$ cat config.mk
export PLATFORM = sky130hd
export DESIGN_NAME = cdb_broadcaster
export DESIGN_NICKNAME = d
export VERILOG_FILES = /design/src/rtl/cdb_broadcaster.sv
export SDC_FILE = /design/constraint.sdc
export NUM_CORES = 1
export LEC_CHECK = 0
export ABC_AREA = 0
export CAP_MARGIN = 20
export CORE_MARGIN = 10
export CORE_UTILIZATION = 54
export DETAILED_ROUTE_END_ITERATION = 8
export PLACE_DENSITY_LB_ADDON = 0.25
export SLEW_MARGIN = 20
export SYNTH_ARGS = -nofsm -noshare
export SYNTH_HDL_FRONTEND = slang
export SYNTH_SLANG_ARGS = --single-unit
$ cat constraint.sdc
create_clock -name clk -period 3.5 [get_ports clk]
set_input_delay 0.875 -clock clk [delete_from_list [all_inputs] [get_ports clk]]
set_output_delay 0.875 -clock clk [all_outputs]
set_load 0.02 [all_outputs]
$ cat src/rtl/cdb_broadcaster.sv
// Common-data-bus transmitter: per-source result FIFOs, arbitration and one registered broadcast per cycle.
// Optional macro CDB_ROUND_ROBIN_EN selects rotating priority; otherwise lowest source index wins.
module cdb_broadcaster #(
    parameter int WIDTH = 31,
    parameter int ROB   = 2,
    parameter int FU    = 3,
    parameter int DEPTH = 2
) (
    input  logic                   clk,
    input  logic                   resetN,
    input  logic                   clear,
    input  logic [FU:0]            resultValid,
    input  logic [FU:0][WIDTH:0]   resultValue,
    input  logic [FU:0][ROB:0]     resultRob,
    output logic [FU:0]            resultReady,
    output logic                   cdbValid,
    output logic signed [WIDTH:0]  cdbValue,
    output logic [ROB:0]           cdbRob
);

    localparam int NS = FU + 1;
    localparam int PW = (DEPTH > 1) ? $clog2(DEPTH) : 1;
    localparam int CW = $clog2(DEPTH + 1);
    localparam int SW = (NS > 1) ? $clog2(NS) : 1;

    logic [CW-1:0]  cnt_r     [NS];
    logic [PW-1:0]  head_r    [NS];
    logic [PW-1:0]  tail_r    [NS];
    logic [WIDTH:0] val_mem_r [NS][DEPTH];
    logic [ROB:0]   rob_mem_r [NS][DEPTH];

    logic [FU:0]    push_s;
    logic [FU:0]    pop_s;
    logic           grant_s;
    logic [SW-1:0]  winner_s;

    // Ready depends only on the registered count, so a same-cycle pop never raises it
    always_comb begin
        resultReady = {NS{1'b0}};
        push_s      = {NS{1'b0}};
        pop_s       = {NS{1'b0}};
        for (int i = 0; i < NS; i++) begin
            resultReady[i] = (cnt_r[i] < CW'(DEPTH));
            push_s[i]      = resultValid[i] & resultReady[i];
            pop_s[i]       = grant_s & (winner_s == SW'(i));
        end
    end

`ifdef CDB_ROUND_ROBIN_EN
    logic [SW-1:0] last_grant_r;
    logic [SW-1:0] cand_s;

    // Rotating search starting one past the previous winner
    always_comb begin
        grant_s  = 1'b0;
        winner_s = SW'(0);
        cand_s   = SW'(0);
        for (int k = 1; k <= NS; k++) begin
            cand_s = SW'((int'(last_grant_r) + k) % NS);
            if (!grant_s && (cnt_r[cand_s] != CW'(0))) begin
                grant_s  = 1'b1;
                winner_s = cand_s;
            end else begin
                winner_s = winner_s;
            end
        end
    end

    // Remember the last winner; only moves when a grant is issued
    always_ff @(posedge clk or negedge resetN) begin
        if (!resetN) begin
            last_grant_r <= SW'(FU);
        end else if (clear) begin
            last_grant_r <= SW'(FU);
        end else if (grant_s) begin
            last_grant_r <= winner_s;
        end
    end
`else
    // Fixed priority: lowest-indexed non-empty FIFO wins
    always_comb begin
        grant_s  = 1'b0;
        winner_s = SW'(0);
        for (int i = 0; i < NS; i++) begin
            if (!grant_s && (cnt_r[i] != CW'(0))) begin
                grant_s  = 1'b1;
                winner_s = SW'(i);
            end else begin
                winner_s = winner_s;
            end
        end
    end
`endif

    // FIFO bookkeeping; count is kept separately so full and empty never alias
    always_ff @(posedge clk or negedge resetN) begin
        if (!resetN) begin
            for (int i = 0; i < NS; i++) begin
                cnt_r[i]  <= CW'(0);
                head_r[i] <= PW'(0);
                tail_r[i] <= PW'(0);
            end
        end else if (clear) begin
            for (int i = 0; i < NS; i++) begin
                cnt_r[i]  <= CW'(0);
                head_r[i] <= PW'(0);
                tail_r[i] <= PW'(0);
            end
        end else begin
            for (int i = 0; i < NS; i++) begin
                if (push_s[i]) begin
                    tail_r[i] <= tail_r[i] + PW'(1);
                end
                if (pop_s[i]) begin
                    head_r[i] <= head_r[i] + PW'(1);
                end
                case ({push_s[i], pop_s[i]})
                    2'b10:   cnt_r[i] <= cnt_r[i] + CW'(1);
                    2'b01:   cnt_r[i] <= cnt_r[i] - CW'(1);
                    default: cnt_r[i] <= cnt_r[i];
                endcase
            end
        end
    end

    // Result storage; stale slots are harmless because the count gates every read
    always_ff @(posedge clk) begin
        for (int i = 0; i < NS; i++) begin
            if (push_s[i]) begin
                val_mem_r[i][tail_r[i]] <= resultValue[i];
                rob_mem_r[i][tail_r[i]] <= resultRob[i];
            end
        end
    end

    // Broadcast register; value and tag hold when nothing is granted
    always_ff @(posedge clk or negedge resetN) begin
        if (!resetN) begin
            cdbValid <= 1'b0;
            cdbValue <= '0;
            cdbRob   <= '0;
        end else if (clear) begin
            cdbValid <= 1'b0;
            cdbValue <= '0;
            cdbRob   <= '0;
        end else if (grant_s) begin
            cdbValid <= 1'b1;
            cdbValue <= val_mem_r[winner_s][head_r[winner_s]];
            cdbRob   <= rob_mem_r[winner_s][head_r[winner_s]];
        end else begin
            cdbValid <= 1'b0;
        end
    end

endmodule

* After elaboration in Yosys (flattened, before gate mapping)
Memories as Yosys holds them, arrays and structs flattened.
Cells that the tools add are included.
** Cells by class
- Add/subtract/negate cells :: 16
- Multipliers :: 0
- Divide/modulo/power cells :: 0
- Order comparisons :: 14
- Equality and inequality tests :: 11
- Shift-type cells :: 0
- Multiplexer cells :: 65
- Bitwise logic cells :: 14
- Reduce and logical (&&, ||, !) cells :: 28
** Operators by type and width (count)
- $mux 32 :: 9
- $mux 64 :: 4
- $demux 32 s1 :: 4
- $mux 3 :: 9
- $reduce_bool 2->1 :: 13
- $mux 6 :: 4
- $mux 1 :: 21
- $pmux 2 s2 :: 4
- $demux 3 s1 :: 4
- $eq 2x2->1 const B :: 6
- $reduce_bool 3->1 :: 4
- $eq 2x1->1 const B :: 5
- $ge 2x2->1 const B :: 5
- $not 1->2 :: 5
- $add 1x1->1 const B :: 8
- $add 2x1->2 const B :: 4
- $and 1x1->1 :: 8
- $lt 2x1->1 const B :: 4
- $lt 2x2->1 const B :: 4
- $mux 4 :: 2
- $mux 8 :: 1
- $sub 2x1->2 const B :: 4
- $logic_and 1x1->1 :: 7
- $mux 2 :: 2
- other kinds (5) :: 7
** Storage, ports and cells
- Bits in registers :: 52
- Bits in latches :: 0
- Bits in writable memories :: 280
- Memory bits (read-only) :: 0
- Bits of input ports :: 147
- Output and inout port bits :: 40
- Word-level logic and storage cells :: 165
- Memories :: 2
** Memories
- val_mem_r :: depth 4, bits a word 64, read ports 1, clocked after memory_dff 0, write ports 4, RTL line 29 : logic [WIDTH:0] val_mem_r [NS][DEPTH];
- rob_mem_r :: depth 4, bits a word 6, read ports 1, clocked after memory_dff 0, write ports 4, RTL line 30 : logic [ROB:0] rob_mem_r [NS][DEPTH];

* Logic depth before layout (Yosys ltp)
- Word-level depth :: 21
- Gate-level depth with buffers :: 9
- Gate-level depth less buffers :: 6

* Worst setup path after synthesis
Ideal clock, no wire load.
- Path kind :: input-to-reg
- Start :: in resultValid[1]
- End :: mem rob_mem_r[1][3] (netlist bit) (enable)
- Setup time :: 431 ps
- Data arrival time :: 2762 ps
- Required time :: 3069 ps
- Slack :: 306 ps
- Cell stages on the path :: 2
- Buffers on the path :: 0
- Cells stage by stage :: nor2b_1 -> nor2b_1
** RTL lines
- start, declared :: RTL line 12 : input logic [FU:0] resultValid,
- end, declared :: RTL line 30

* Worst setup path after layout
- Start :: reg cnt_r[6] (netlist bit)
- End :: reg cdbValue[17]
** Between the ends
- Longest elaborated chain between the ends :: 21
- Elaborated cells between the ends (all ways) :: 26
- Those cells by class :: mux: 15; bitwise: 2; reduce/logical: 8; memory: 1
** RTL lines
- start, declared :: RTL line 26 : logic [CW-1:0] cnt_r [NS];
- start signal, assigned by index :: RTL line 118 : 2'b10: cnt_r[i] <= cnt_r[i] + CW'(1);
- start signal, assigned by index :: RTL line 119 : 2'b01: cnt_r[i] <= cnt_r[i] - CW'(1);
- start signal, assigned by index :: RTL line 120 : default: cnt_r[i] <= cnt_r[i];
- $reduce_bool 2->1 * :: RTL line 85 : if (!grant_s && (cnt_r[i] != CW'(0))) begin
- $mux 1 * :: RTL line 85
- $logic_not 1->1 :: RTL line 85
- $logic_and 1x1->1 :: RTL line 85
- $mux 1 :: RTL line 85
- $logic_not 1->1 :: RTL line 85
- $logic_and 1x1->1 :: RTL line 85
- $mux 1 :: RTL line 85
- [2 not listed]
- $mux 2 :: RTL line 85
- $not 2->3 (not written as such) :: RTL line 148 : cdbValue <= val_mem_r[winner_s][head_r[winner_s]];
- $bmux 1 s2 :: RTL line 148
- $mux 1 (not written as such) (2 in a row) :: RTL line 148
- $not 1->2 (not written as such) :: RTL line 148
- $mux 32 (not written as such) (3 in a row) :: RTL line 148
- $mux 32 :: RTL line 146 : end else if (grant_s) begin
- $mux 32 :: RTL line 142 : end else if (clear) begin
- end signal, assigned :: RTL line 148
- end, declared :: RTL line 17 : output logic signed [WIDTH:0] cdbValue,
Mark *: on every way between the ends. The rest lies on a longest branch, timed or not. The select of a mux whose other input is x is not followed.
A chain may end at the register's enable or synchronous reset.

==> impl_results.md <==
* Final Max Tran Viols at 0
* CTS tree: done
* Hold buffer count at cts at 0
* Overall power at ~0.013 W
* Clock Path Buffers at 3
* GRT Total Usage at 22.7%
* Peak supply drop at 0.428 mV
* Max Fclk at 346 MHz
* Post-Route M1 WL at about 14000 µm
* Initial core utilization at 55.1%
* Least-Margin Pin Slew at between 0.7 and 0.8 ns
* Async set-reset flop share out of synthesis at between 10% and 20%
* Die area at approximately 0.031 mm²
* Pre-CTS WS at 0.634 ns
* Die span in y at 175 µm
* Hold WC Path Type: in2async
* Setup crit start: cnt_r[6]
* Critical setup path kind: reg2reg
* First DRT Iteration DRCs at 887
* Drt wl/cell at 26.4 µm
* Synthesis-stage register bit count at between 300 and 400
* Crit path max fanout at 35
* Number of setup violations in the final report at 0
* ANT nets after route at 0
* Status: finished, final reports clean
* Ys Warns at 0
* Count leader, synth: edfxtp_1
* Sequential share of the synthesized area at 74.9%
* Row cnt at between 50 and 60
* Reg-to-Reg End: cdbValue[17]
* Setup TNS at 0 ns
* IO Pins at 187
* RR Startpoint: cnt_r[6]
* Power density over the cells at 780 mW/mm²
* Area contributors post-synth: edfxtp_1 (65%), dfrtp_1 (10%), mux2i_1 (2.7%)
* Clock transition at path regs at 0.06 ns
* Core box area at 0.0235 mm²
* Slew margin rel. at approximately 53%
* Mapped cell area at between 0.01 and 0.015 mm²
* Post-CTS sizing at 0
* Nets at 1153
* Pleak at 6.00 nW
* Main synth FF type: edfxtp_1
* 1st-pass router iterations at 6
* Cell count after synthesis at 814
* Non-filler instance count after layout at 1352
* Overflow after GRT at 0
* DR vias at 8434
* Layout fillers at 1607
* Synth cell types at 43
* Die Wd at 175 µm
* Total wire length at 35700 µm
* Largest net degree at the start of global routing at 41
* TritonCTS Buffers at 34
* Uppermost layer routed: met4
* Post-synth top area share at 64.8%
* R2R setup slack at approximately 0.61 ns
* Worst-Skew Late Latency at approximately 0.51 ns
* Worst setup SP type: flop
* Final Hold Viols at 0
* Num Clock Sinks at around 330
* Area delta synth->final at 27.1%
* Period utilisation layout at 82.6%
* R2r worst-path depth at 6
* Synthesized Nets at 961
* Clock Tree Root: clkbuf_16
* H-tree depth at 2
* WP data required at 3.89 ns
* Inst Count DP at 1289
* DRC Markers at 0
* Detailed Place HPWL at ~23000 µm
* Drt via density at 6.24
* Met2 routed WL at 17800 µm
* Syn Area/Cell at 15.9 µm²
* Clock Skew at 0.0110 ns
* Global-route wire length before repair at around 53000 µm
* CP Capture Type: flop
* Critical Path AT at 3.28 ns
* Vias in the first global route at 8810
* Layout cells sized above 1 at 11.0%
* Setup crit end: cdbValue[17]
* Smallest setup slack after layout at 0.608 ns
* Routability Congestion at 0.796
* Final min period at 2.89 ns
* PortBufs at 186
* EDFF count, synth at 280
* Post-synth top cells: edfxtp_1 (280), dfrtp_1 (52), and3_1 (50)
* Routed wl met3 at 3100 µm
* Post-CTS setup buffers at 0
* Max_cap viols at 0
* Antenna violations before repair at 1
* RSZ-0062 raised after global routing: no
* Largest area contributor in the netlist: edfxtp_1
[power by group]
| part | internal (W) | switching [W] |
|---|---|---|
| registers | 0.00485 | 0.000252 |
| clock network | 0.00211 | 0.00142 |
| logic | 0.00173 | 0.00249 |
[placed cells by master, fill, tap and decap left out, drive strengths merged, types with 23 or more instances in the layout]
master and n:
nand3 23, o22a 28, a21o 29, mux2i 35, and3 50, a22oi 24, clkdlybuf4s50 185, edfxtp 280
o21ai 45, buf 33, clkbuf 53, dfrtp 52, o22ai 28
[cell families (layout without fill, tap and decap cells)]
family          after synthesis  after routing  share of synthesized area, %
simple gates                131            131                          5.65
mux                          35             35                          2.70
other cells                   0              1                             0
flops                       332            332                          74.9
xor+xnor                      8              8                         0.540
buf+inv                      66            284                          2.39
compound gates              242            242                          13.8
[state kept, by name, indices dropped and copies added, names as in the netlist]
register	flops
head_r	4
tail_r	4
rob_mem_r	24
cdbRob	3
cnt_r	8
cdbValue	32
val_mem_r	256
cdbValid	1
[worst max-delay path: stages, from the launching register on]
cell and delay, ns:
dfrtp_1 0.45, or4_4 0.72, or3_1 0.40, a221o_2 0.41, nand2_8 0.32, o211ai_1 0.19
a32o_1 0.28
[layout make-up]
class / count / area [µm²] / share of cell area (%)
antenna: 1 / 2.50 / 0.0152
clock buffer: 53 / 1080 / 6.53
clock inverter: 9 / 42.5 / 0.258
inverter: 4 / 15.0 / 0.0911
multi-input combinational: 416 / 3060 / 18.5
sequential: 332 / 9710 / 58.9
tap: 319 / 399 / 2.42
timing repair buffer: 218 / 2180 / 13.3
[worst min-delay path by stage]
stage	cells after the start	end
floorplan	2	head_r[0]
global placement	1	cdbValue[13]
detailed placement	1	cdbValue[14]
CTS	1	tail_r[3]
global route	1	tail_r[3]
finish	1	cdbValue[9]
[per-stage QoR]
step                      util, %  hold WS, ns  area (µm²)
after floorplan                 -        0.504       13000
after global placement       65.3        0.479       15400
after detailed placement     65.3        0.482       15400
after CTS                    70.0        0.306       16500
after global routing         70.0        0.330       16500
final                        70.0        0.317       16500
[metal layers]
metal | vias to the layer above | global-route usage, %
met5 | - | 0
met4 | 0 | 7.14
met3 | 66 | 5.09
met2 | 497 | 37.9
met1 | 4204 | 28.9
li1 | 3667 | -
No activity file was read; power rests on OpenSTA's default activity.
